### config.mk
export PLATFORM = sky130hd
export DESIGN_NAME = countdown_timer
export DESIGN_NICKNAME = d
export VERILOG_FILES = /design/src/rtl/countdown_timer.sv
export SDC_FILE = /design/constraint.sdc
export NUM_CORES = 1
export LEC_CHECK = 0
export ABC_CLOCK_PERIOD_IN_PS = 2900
export CORE_MARGIN = 2
export CORE_UTILIZATION = 45
export CTS_BUF_LIST = sky130_fd_sc_hd__clkbuf_16
export DETAILED_ROUTE_END_ITERATION = 8
export HOLD_SLACK_MARGIN = 0.15
export MAX_ROUTING_LAYER = met4
export PLACE_DENSITY = 0.76
export SKIP_CTS_REPAIR_TIMING = 1
export SLEW_MARGIN = 30
export SYNTH_ARGS = -nofsm -noshare
export SYNTH_HDL_FRONTEND = slang
export SYNTH_SLANG_ARGS = --single-unit
### constraint.sdc
create_clock -name clk -period 2.9 [get_ports clk]
set_input_delay 0.87 -clock clk [delete_from_list [all_inputs] [get_ports clk]]
set_output_delay 0.87 -clock clk [all_outputs]
set_load 0.02 [all_outputs]
### src/rtl/countdown_timer.sv
// countdown_timer
// Loads a minutes/seconds preset and counts down to 00:00.00 in 10 ms steps,
// one step per tick_10ms enable pulse. On reaching zero the timer parks in
// DONE, holds done high and pulses expired for one clock.
// All count/flag outputs come straight from registers; running and done are
// decodes of the state register.

module countdown_timer #(
  parameter logic [6:0] CTS_MAX  = 7'd99,
  parameter logic [5:0] SECS_MAX = 6'd59,
  parameter logic [6:0] MIN_MAX  = 7'd99
) (
  input  logic       clk,
  input  logic       rst,
  input  logic       tick_10ms,
  input  logic       load,
  input  logic       start,
  input  logic       pause,
  input  logic [6:0] preset_min,
  input  logic [5:0] preset_sec,
  output logic [6:0] min,
  output logic [5:0] sec,
  output logic [6:0] cs,
  output logic       running,
  output logic       done,
  output logic       expired
);

  typedef enum logic [1:0] {
    IDLE  = 2'b00,
    RUN   = 2'b01,
    PAUSE = 2'b10,
    DONE  = 2'b11
  } state_t;

  state_t     state_r;
  state_t     state_s;
  logic [6:0] min_r;
  logic [6:0] min_s;
  logic [5:0] sec_r;
  logic [5:0] sec_s;
  logic [6:0] cs_r;
  logic [6:0] cs_s;
  logic       expired_r;
  logic       expired_s;

  // Decremented count, computed once and used only when a tick is counted.
  logic [6:0] dec_min_s;
  logic [5:0] dec_sec_s;
  logic [6:0] dec_cs_s;

  // Saturate the minute preset to the largest displayable value.
  function automatic logic [6:0] clamp_min(input logic [6:0] value);
    if (value > MIN_MAX) begin
      clamp_min = MIN_MAX;
    end else begin
      clamp_min = value;
    end
  endfunction

  // Saturate the second preset so the display never shows 60..63.
  function automatic logic [5:0] clamp_sec(input logic [5:0] value);
    if (value > SECS_MAX) begin
      clamp_sec = SECS_MAX;
    end else begin
      clamp_sec = value;
    end
  endfunction

  // True when the whole count reads 00:00.00.
  function automatic logic count_is_zero(input logic [6:0] m,
                                         input logic [5:0] s,
                                         input logic [6:0] c);
    count_is_zero = (m == 7'd0) && (s == 6'd0) && (c == 7'd0);
  endfunction

  // One-step decrement with borrow chain cs -> sec -> min.
  always_comb begin
    dec_min_s = min_r;
    dec_sec_s = sec_r;
    dec_cs_s  = cs_r;
    if (cs_r != 7'd0) begin
      dec_cs_s = cs_r - 7'd1;
    end else begin
      dec_cs_s = CTS_MAX;
      if (sec_r != 6'd0) begin
        dec_sec_s = sec_r - 6'd1;
      end else begin
        dec_sec_s = SECS_MAX;
        // min is nonzero here: an all-zero count never reaches RUN.
        if (min_r != 7'd0) begin
          dec_min_s = min_r - 7'd1;
        end else begin
          dec_min_s = 7'd0;
        end
      end
    end
  end

  // Next-state and next-count logic; load wins over every other request.
  always_comb begin
    state_s   = state_r;
    min_s     = min_r;
    sec_s     = sec_r;
    cs_s      = cs_r;
    expired_s = 1'b0;
    if (load) begin
      // A tick arriving with load is dropped: the fresh preset stands.
      min_s   = clamp_min(preset_min);
      sec_s   = clamp_sec(preset_sec);
      cs_s    = 7'd0;
      state_s = IDLE;
    end else begin
      case (state_r)
        IDLE: begin
          // Starting from zero would expire instantly, so it is refused.
          if (start && !count_is_zero(min_r, sec_r, cs_r)) begin
            state_s = RUN;
          end else begin
            state_s = IDLE;
          end
        end
        RUN: begin
          if (pause) begin
            // Freeze immediately; a simultaneous tick is not counted.
            state_s = PAUSE;
          end else if (count_is_zero(min_r, sec_r, cs_r)) begin
            // Defensive: a zero count in RUN is parked without a pulse.
            state_s = DONE;
          end else if (tick_10ms) begin
            min_s = dec_min_s;
            sec_s = dec_sec_s;
            cs_s  = dec_cs_s;
            if (count_is_zero(dec_min_s, dec_sec_s, dec_cs_s)) begin
              state_s   = DONE;
              expired_s = 1'b1;
            end else begin
              state_s = RUN;
            end
          end else begin
            state_s = RUN;
          end
        end
        PAUSE: begin
          // Ticks are ignored; the first decrement follows the resume.
          if (start) begin
            state_s = RUN;
          end else begin
            state_s = PAUSE;
          end
        end
        DONE: begin
          // Only load or reset leave DONE; the count stays at zero.
          state_s = DONE;
          min_s   = 7'd0;
          sec_s   = 6'd0;
          cs_s    = 7'd0;
        end
        default: begin
          // Unreachable encoding: recover to a clean idle zero count.
          state_s = IDLE;
          min_s   = 7'd0;
          sec_s   = 6'd0;
          cs_s    = 7'd0;
        end
      endcase
    end
  end

  // State, count and expired registers with asynchronous active-low reset.
  always_ff @(posedge clk or negedge rst) begin
    if (!rst) begin
      state_r   <= IDLE;
      min_r     <= 7'd0;
      sec_r     <= 6'd0;
      cs_r      <= 7'd0;
      expired_r <= 1'b0;
    end else begin
      state_r   <= state_s;
      min_r     <= min_s;
      sec_r     <= sec_s;
      cs_r      <= cs_s;
      expired_r <= expired_s;
    end
  end

  assign min     = min_r;
  assign sec     = sec_r;
  assign cs      = cs_r;
  assign expired = expired_r;
  assign running = (state_r == RUN);
  assign done    = (state_r == DONE);

endmodule

==> flow_metrics.env <==
export IMPL_r2r_end="min[6]"
export IMPL_ff2ff_path_depth=9
export IMPL_cts_tree="built"
export IMPL_fmax_ghz=0.377
export IMPL_hold_viol=0
export IMPL_place_ws_ns=0.224
export IMPL_top_level_ports=42
export IMPL_critPathKind="reg2reg"
export IMPL_crit_path_end="min[6]"
export IMPL_async_reset_ff_share_pct=100
export IMPL_setup_slack_ns=0.250
export IMPL_synth_edff_count=0
export IMPL_ir_drop_uv=211
export IMPL_overflow=0
export IMPL_final_common_cell="clkdlybuf4s50_1"
export IMPL_tightestPinTransition_ns=0.498
export IMPL_r2r_start="cs[0]"
export IMPL_syn_nets=234
export IMPL_fin_crit_sh_pct=91.4
export IMPL_power_frac_clock_pct=28.5
export IMPL_antenna_cells=0
export IMPL_synth_cell_types=54
export IMPL_nets=283
export IMPL_drt_initial_drc_count=112
export IMPL_drcViolationCount=0
export IMPL_instances_no_fill=305
export IMPL_ys_flop_type="dfrtp_1"
export IMPL_power_switching_share_pct=34.0
export IMPL_die_x_um=66.6
export IMPL_synth_avg_cell_area_um2=8.44
export IMPL_required_ns=3.05
export IMPL_crit_path_start_kind="register"
export IMPL_port_buffers=41
export IMPL_power_frac_seq_pct=37.6
export IMPL_powerDensity_mw_per_mm2=448
export IMPL_grt_pass1_vias=1700
export IMPL_syn_inst=209
export IMPL_cts_sink_count=23
export IMPL_cts_made_buffers=3
export IMPL_period_minus_slack_ns=2.65
export IMPL_dp_cells=301
export IMPL_p_leak_nw=0.956
export IMPL_dieArea_mm2=0.00444
export IMPL_cts_max_level=1
export IMPL_grt_usage_pct=25.4
export IMPL_p_int_mw=0.694
export IMPL_cts_root_buf="clkbuf_16"
export IMPL_clk_latency_ns=0.26
export IMPL_slew_headroom_pct=66.5
export IMPL_layout_common_cells="clkdlybuf4s50_1, dfrtp_1, nor2_1"
export IMPL_core_area_mm2=0.00372
export IMPL_path_clk_slew_ns=0.06
export IMPL_avgViaCountPerCell=6.06
export IMPL_arrival_ns=2.80
export IMPL_routed_wl_um=5150
export IMPL_grt_setup_unrepaired="false"
export IMPL_hold_ws_ns=0.637
export IMPL_area_growth_synth_to_final_pct=32.9
export IMPL_worstSetupEndpointType="register"
export IMPL_status="completed"
export IMPL_dr_pass1_iters=4
export IMPL_grt_max_degree=24
export IMPL_combPwrFrac_pct=33.9
export IMPL_antenna_found_initial=0
export IMPL_min_path_type="reg2reg"
export IMPL_p_sw_mw=0.357
export IMPL_yosysWarnings=0
export IMPL_routedWlPerCell_um=16.9
export IMPL_slew_viol_final=0
export IMPL_finish_utilization_pct=63.1
export IMPL_finalSetupViolCount=0
export IMPL_start_util_pct=47.5
export IMPL_ant_nets=0
export IMPL_cp_max_fo=8
export IMPL_hpwlAfterDp_um=3830
export IMPL_cts_buffer_depth=2
export IMPL_grt_first_pass_wirelength_um=8390
export IMPL_synth_seq_cells=23
export IMPL_syn_area_mm2=0.00176
export IMPL_final_setup_tns_ns=0
export IMPL_fp_row_count=22
export IMPL_max_cap_violations=0
export IMPL_gp_congestion=0.947
export IMPL_setup_worst_path_start="cs[0]"
export IMPL_via_count=1847
export IMPL_ys_seq_area_share_pct=32.6
export IMPL_drive_above_1_share_pct=11.7
export IMPL_skew_ns=0.00404
export IMPL_die_h_um=66.6
export IMPL_regToRegSetupSlack_ns=0.25
## per-layer routing
metal	global-route usage [%]	vias to the layer above	part of all wire (%)
li1	-	876	-
met2	40.1	87	46
met4	7.65	0	1.8
met1	34.5	876	45
met3	2.70	8	6.6
met5	-	-	0
## sequential cells by signal (all words and copies together), names as in the netlist
| name | cells |
|---|---|
| cs | 7 |
| min | 7 |
| sec | 6 |
| state_r | 2 |
| expired | 1 |
## how the worst min path moves through the flow
| stage | from | end | slack, ns | cells after the start |
|---|---|---|---|---|
| floorplan | rst | cs[0] | 0.57 | 0 |
| global placement | state_r[0] | expired | 0.62 | 2 |
| detailed placement | state_r[0] | expired | 0.62 | 2 |
| CTS | state_r[0] | expired | 0.64 | 2 |
| global route | state_r[0] | expired | 0.67 | 2 |
| finish | state_r[0] | expired | 0.64 | 2 |
## per-stage QoR
stage                     power, mW  area (µm²)
after detailed placement      0.751        2270
final                          1.05        2340
after global routing           1.11        2340
after global placement        0.749        2270
after floorplan               0.601        1760
after CTS                      1.05        2340
## cell usage after synthesis, types with 3 or more instances
master,n,area (µm²)
a211oi_1,3,22.5
a21oi_1,16,80.1
a31oi_1,8,50.1
dfrtp_1,23,576
ha_1,6,75.1
inv_1,9,33.8
mux2i_1,5,50.1
nand2_1,18,67.6
nand3_1,5,25.0
nand3b_1,3,22.5
nor2_1,21,78.8
nor3_1,7,35.0
nor4_1,3,18.8
o21ai_0,17,85.1
o21ai_1,5,25.0
or2_2,4,25.0
or3_1,5,31.3
xnor2_1,3,26.3
## logic make-up (layout without fill, tap and decap cells)
family          after synthesis  after routing  synth area share (%)
simple gates                 87             87                  29.5
compound gates               68             68                  24.0
flops                        23             23                  32.6
buf+inv                      14             62                  3.55
fa+ha+maj                     6              6                  4.26
mux                           6              6                  3.62
xor+xnor                      5              5                  2.48
## area by class of cell
type / count / area [µm²]
multi-input cells: 172 / 1130
inverters: 9 / 33.8
well taps: 48 / 60.1
repair buffers: 49 / 470
clock buffers: 3 / 75.1
clock inverters: 1 / 3.75
flip-flops and latches: 23 / 576
fillers: 343 / 1370
## critical path, cell delays in order, from the launching register on
cell     delay (ns)
dfrtp_1        0.46
inv_1          0.09
ha_1           0.26
or4b_4         0.54
nor4_4         0.29
buf_4          0.22
nand3_2        0.10
mux2i_2        0.28
o21ai_1        0.11
a22o_1         0.20
## power by group through the flow
stage / clock [mW] / sequential (mW) / combinational (mW)
2_1_floorplan: 0 / 0.417 / 0.184
3_5_place_dp: 0 / 0.399 / 0.353
5_1_grt: 0.324 / 0.400 / 0.389
3_3_place_gp: 0 / 0.399 / 0.350
4_1_cts: 0.305 / 0.394 / 0.355
6_report: 0.299 / 0.395 / 0.357
(Power assumes the default switching activity.)
